File: src/rtl/ff_delay_line.sv
// ---------------------------------------------------------------------------
// ff_delay_line
//   Parameterised register delay line with a valid flag per stage and a
//   running count of how many stages currently hold valid data.
//
// Parameters
//   WIDTH     : data bits per stage (1..64)
//   DEPTH     : number of register stages (1..16)
//   RESET_VAL : value loaded into every data stage on reset and on clear
//   HOLD_Q    : 0 = plain shift, 1 = data stages load only valid words
//
// Ports
//   clk       : rising-edge clock
//   rst_n     : asynchronous active-low reset
//   en        : clock enable, pipeline advances only when high
//   clr       : synchronous clear, has priority over en
//   d         : data into stage 0
//   d_valid   : qualifies d
//   q         : data from the last stage (registered)
//   q_valid   : valid flag of the last stage (registered)
//   valid_cnt : number of stages currently holding valid data (registered)
// ---------------------------------------------------------------------------
module ff_delay_line #(
  parameter int               WIDTH     = 8,
  parameter int               DEPTH     = 4,
  parameter logic [WIDTH-1:0] RESET_VAL = '0,
  parameter int               HOLD_Q    = 0
) (
  input  logic                       clk,
  input  logic                       rst_n,
  input  logic                       en,
  input  logic                       clr,
  input  logic [WIDTH-1:0]           d,
  input  logic                       d_valid,
  output logic [WIDTH-1:0]           q,
  output logic                       q_valid,
  output logic [$clog2(DEPTH+1)-1:0] valid_cnt
);

  localparam int               CNT_W   = $clog2(DEPTH+1);
  localparam logic [CNT_W-1:0] CNT_ONE = CNT_W'(1);
  localparam bit               HOLD    = (HOLD_Q != 0);

  logic [WIDTH-1:0] r_stage [DEPTH];
  logic [DEPTH-1:0] r_vld;
  logic [CNT_W-1:0] r_cnt;

  logic w_cnt_inc;
  logic w_cnt_dec;

  // A word entering while none leaves grows the count, and the reverse shrinks
  // it; entering and leaving on the same edge leaves it unchanged. Because the
  // count tracks the flags exactly it can never overflow or underflow.
  assign w_cnt_inc = d_valid & ~r_vld[DEPTH-1];
  assign w_cnt_dec = ~d_valid & r_vld[DEPTH-1];

  always_ff @(posedge clk or negedge rst_n) begin
    if (!rst_n) begin
      for (int k = 0; k < DEPTH; k++) r_stage[k] <= RESET_VAL;
      r_vld <= '0;
      r_cnt <= '0;
    end else if (clr) begin
      for (int k = 0; k < DEPTH; k++) r_stage[k] <= RESET_VAL;
      r_vld <= '0;
      r_cnt <= '0;
    end else if (en) begin
      // In hold mode a stage only takes a word that is marked valid, so each
      // stage keeps the most recent valid word that has reached it.
      if (!HOLD || d_valid) r_stage[0] <= d;
      for (int k = 1; k < DEPTH; k++) begin
        if (!HOLD || r_vld[k-1]) r_stage[k] <= r_stage[k-1];
      end
      r_vld[0] <= d_valid;
      for (int k = 1; k < DEPTH; k++) r_vld[k] <= r_vld[k-1];
      if (w_cnt_inc)      r_cnt <= r_cnt + CNT_ONE;
      else if (w_cnt_dec) r_cnt <= r_cnt - CNT_ONE;
    end
  end

  assign q         = r_stage[DEPTH-1];
  assign q_valid   = r_vld[DEPTH-1];
  assign valid_cnt = r_cnt;

endmodule

File: config.mk
export PLATFORM = sky130hd
export DESIGN_NAME = ff_delay_line
export DESIGN_NICKNAME = d
export VERILOG_FILES = /design/src/rtl/ff_delay_line.sv
export SDC_FILE = /design/constraint.sdc
export NUM_CORES = 1
export LEC_CHECK = 0
export CORE_MARGIN = 2
export CORE_UTILIZATION = 54
export CTS_BUF_LIST = sky130_fd_sc_hd__clkbuf_8 sky130_fd_sc_hd__clkbuf_16
export CTS_CLUSTER_DIAMETER = 50
export DETAILED_ROUTE_END_ITERATION = 10
export PLACE_DENSITY = 0.83
export SKIP_CTS_REPAIR_TIMING = 1
export SLEW_MARGIN = 5
export SYNTH_ARGS = -nofsm -noshare
export SYNTH_HDL_FRONTEND = slang
export SYNTH_SLANG_ARGS = --single-unit
File: constraint.sdc
create_clock -name clk -period 3.4 [get_ports clk]
set_clock_uncertainty 0.2 [all_clocks]
set_input_delay 0.68 -clock clk [delete_from_list [all_inputs] [get_ports clk]]
set_output_delay 0.68 -clock clk [all_outputs]
set_load 0.02 [all_outputs]
# Yosys cells after proc, flatten, opt, wreduce, memory -nomap -nowiden
# Index checks and enable logic that the tools add are counted.
# W data, S select, Z words.
# totals
ff_bits,39
out_inout_bits,12
wordCells,23
# op_classes
addsub,2
mux,8
bitwise_logic,4
reduce_logical,3
# ops
cell,count
$mux W32,2
$mux W3,4
$mux W4,2
$add A3 B1 Y3 const B,1
$reduce_bool A3 Y1,1
$sub A3 B1 Y3 const B,1
$and A1 B1 Y1,2
$not A1 Y1,2
$reduce_and A2 Y1,1
$reduce_bool A2 Y1,1

# Longest topological paths before layout
# logic_depth
word_depth,6
ltp_mapped,5
depth_no_buf,5

# Worst setup path before layout
# Ideal clock, no wire load.
# synth_path
path_type,in2reg
start,input d_valid
end,"register r_cnt[2], in the netlist valid_cnt[2]"
setup_time_ns,0.077
arrival_time_ns,1.677
setup_slack_ns,1.446
stages,5
path_buffers,0
cell_sequence,nor2b_1 fa_1 nand4bb_1 a21o_1 a21oi_1
# synth_via
elab_chain_len,4
word_cells_on_any_way,8
# synth_rtl
element,line,source
start: declaration,34,"input logic d_valid,"
$and A1 B1 Y1 or $not A1 Y1 (tied branches),"54, 55",
$mux W3 or $and A1 B1 Y1 (tied branches),"75, 55",
$mux W3 or $reduce_bool A3 Y1 (tied branches),n/a,
$mux W3 or $reduce_and A2 Y1 (tied branches),n/a,
end signal: assignment,75,if (w_cnt_inc) r_cnt <= r_cnt + CNT_ONE;
end signal: assignment,76,else if (w_cnt_dec) r_cnt <= r_cnt - CNT_ONE;
end: declaration,46,logic [CNT_W-1:0] r_cnt;
# Parallel ways exist; a longest one is shown, timed or not. The select of a mux whose other input is x is not followed.
# A chain may end at the register's enable or synchronous reset.

# Final worst setup path
# Ends and elaborated chain as after synthesis.

==> impl_metrics.csv <==
group,metric,value,unit
timing,max_slew_margin,46.0,%
floorplan,num_rows,20,
timing,tns,0,ps
worst_setup_path,timing.rr.end,"valid_cnt[2]$_DFFE_PN0P_",
synth,synth-simple-area-share,11.2,%
worst_setup_path,arrival,2290,ps
grt,global_route.usage.met3,5.97,%
synth,synth_area,0.00175,mm2
worst_setup_path,crit_family,"buffers and inverters",
clocking,cts_root_buffer,"clkbuf_8",
power,swShare,21.9,%
worst_setup_path,r2r_cells,5,
cells_and_area,final_nets,176,
cells_and_area,final_cell_mix,"39 x dfrtp_1, 38 x nor2_1, 36 x mux2i_1",
clocking,tritoncts,"yes",
synth,synth_mux_area_share,20.6,%
timing,slew_violations,0,
worst_setup_path,critical_path.cell_chain,"clkdlybuf4s50_1 > nor2b_1 > fa_1 > nand4bb_1 > a21o_1 > a21oi_1",
synth,yosysUniqueCellTypes,21,
power,p_leak,0.00100,uW
floorplan,die_w,60.9,um
synth,yosysSeqAreaShare,55.8,%
power,vdd.ir_drop.worst,0.301,mV
worst_setup_path,startpoint_type,"input port",
timing,hold_viol,0,
floorplan,ios,25,
placement,dp_slack,816,ps
clocking,clk_latency,290,ps
synth,synth_top_family_by_area,"multiplexers",
placement,gp_congestion,0.687,
drt,drc,0,
worst_setup_path,critPathSlowestCell,"clkdlybuf4s50_1",
clocking,cts_sinks,39,
timing,rsz0062_at_grt,"no",
worst_setup_path,required,3420,ps
floorplan,core-area,0.00308,mm2
drt,totalWireLength,2.66,mm
grt,track_usage,17.7,%
flow_run,maxCapViolCount,0,
power,p_int,755,uW
drt,drt_iter0_drc,28,
cells_and_area,antenna_cells,0,
cells_and_area,nFillCells,244,
grt,top_usage_layer,"met2",
floorplan,die_y,60.9,um
timing,setup_viol,0,
placement,dp_hpwl,1.80,mm
timing,period_share,66.9,%
drt,ant_nets,0,
timing,tightest_slew,810,ps
synth,synth-seq-cells,39,
grt,grt_max_degree,40,
clocking,cts_buffers,5,
synth,avgSynthCellArea,12.0,um2
synth,yosysWarnings,0,
worst_setup_path,end_kind,"flip-flop",
clocking,cts_max_path_buffers,2,
grt,grt_pass1_vias,1036,
grt,grtUsageMet2,27.6,%
power,p_seq_share,50.3,%
power,p_comb_share,8.9,%
grt,antenna_found_initial,0,
clocking,h-tree-depth,2,
timing,setup_ws,1130,ps
worst_setup_path,r2r-start,"valid_cnt[0]$_DFFE_PN0P_",
floorplan,initial_utilization,56.8,%
run_status,status,"complete, no violations",
drt,drt-wirelength-per-cell,12.8,um
synth,synth-adder-area-share,1.14,%
synth,postSynthCellCount,146,
worst_setup_path,crit_fanout,5,
worst_setup_path,ff2ff_setup_slack,1650,ps
power,p_sw,212,uW
worst_setup_path,slowest_delay,480,ps
grt,grt_pass1_wl,4.66,mm
timing,fmax,440,MHz
cells_and_area,drive_gt1_share,7.98,%
timing,fin_crit,2270,ps
drt,avgViaCountPerCell,5.05,
worst_setup_path,path_buf_inv,1,
floorplan,dieArea,0.00371,mm2
clocking,cts.clk_slew.worst_paths,70,ps
placement,port_buffers,24,
cells_and_area,area_growth_syn_to_layout,15.3,%
drt,dr.pass1.iters,4,
hold_path,hp-class,"input port to async pin",
synth,synth_compound_area_share,1.72,%
grt,met1_usage,22.4,%
grt,grt_overflow_total,0,
power,p_clk_share,40.8,%
cells_and_area,layout_commonest_cell,"dfrtp_1",
synth,syn_nets,160,
synth,synth_xor_area_share,0.501,%
worst_setup_path,path_class,"input port to flip-flop",
drt,vias,1046,
power,power_density,479,mW/mm2
stage by stage:
| stage | util [%] | power (uW) | instance area, um2 | cells | hold WS (ps) |
|---|---|---|---|---|---|
| 6_report | 65.5 | 966 | 2020 | 207 | 272 |
| 5_1_grt | 65.5 | 1010 | 2020 | 207 | 344 |
| 4_1_cts | 65.5 | 978 | 2020 | 207 | 304 |
| 3_5_place_dp | 61.7 | 582 | 1900 | 199 | 310 |
| 3_3_place_gp | 61.7 | 578 | 1900 | 199 | 301 |
| 2_1_floorplan | - | 554 | 1750 | 146 | 184 |
kinds of logic after synthesis:
kind of cell	count (synthesis)
flops	39
buf+inv	19
compound gates	4
mux	36
simple gates	46
fa+ha+maj	1
xor+xnor	1
power by group through the flow:
stage               registers, uW  clock network (uW)  logic (uW)
floorplan                     496                   0        58.0
global placement              494                   0        84.0
detailed placement            495                   0        87.1
CTS                           486                 404        87.6
global route                  488                 424        95.5
finish                        486                 394        86.0
sequential cells by signal, indices dropped and copies added (netlist names):
name and cells:
q 8, r_stage 24, r_vld 4, valid_cnt 3
per-layer routing:
layer,wire length (um),up-vias
met5,0,-
met4,57,0
li1,-,504
met1,1200,515
met2,1300,22
met3,102,5
synth_stat cells (all sizes together):
| cell | instances | area, um2 |
|---|---|---|
| a21o | 1 | 7.51 |
| a21oi | 1 | 5.00 |
| and2 | 1 | 6.26 |
| buf | 14 | 139 |
| clkbuf | 3 | 11.3 |
| dfrtp | 39 | 976 |
| fa | 1 | 20.0 |
| inv | 2 | 7.51 |
| mux2i | 36 | 360 |
| nand2b | 1 | 6.26 |
| nand3 | 3 | 15.0 |
| nand4b | 1 | 8.76 |
| nand4bb | 1 | 11.3 |
| nor2 | 38 | 143 |
| nor2b | 1 | 6.26 |
| o21ai | 1 | 5.00 |
| o31ai | 1 | 12.5 |
| xor2 | 1 | 8.76 |
how the worst max path moves through the flow:
stage,startpoint,end,slack (ps),cells past startpoint
finish,d_valid,valid_cnt[2]$_DFFE_PN0P_,1130,6
global route,d_valid,valid_cnt[2]$_DFFE_PN0P_,1040,6
CTS,d_valid,valid_cnt[2]$_DFFE_PN0P_,1130,6
detailed placement,d_valid,valid_cnt[2]$_DFFE_PN0P_,820,6
global placement,d_valid,valid_cnt[2]$_DFFE_PN0P_,900,6
floorplan,d_valid,valid_cnt[2]$_DFFE_PN0P_,1450,5
area by class of cell:
type / instances / area, um2 / area share [%]
sequential: 39 / 976 / 48.4
multi-input combinational: 88 / 616 / 30.5
timing repair buffer: 26 / 245 / 12.2
clock buffer: 6 / 82.6 / 4.09
tap: 44 / 55.1 / 2.73
clock inverter: 2 / 35.0 / 1.74
inverter: 2 / 7.51 / 0.372
Note: power is estimated with default switching activity, not from simulation.
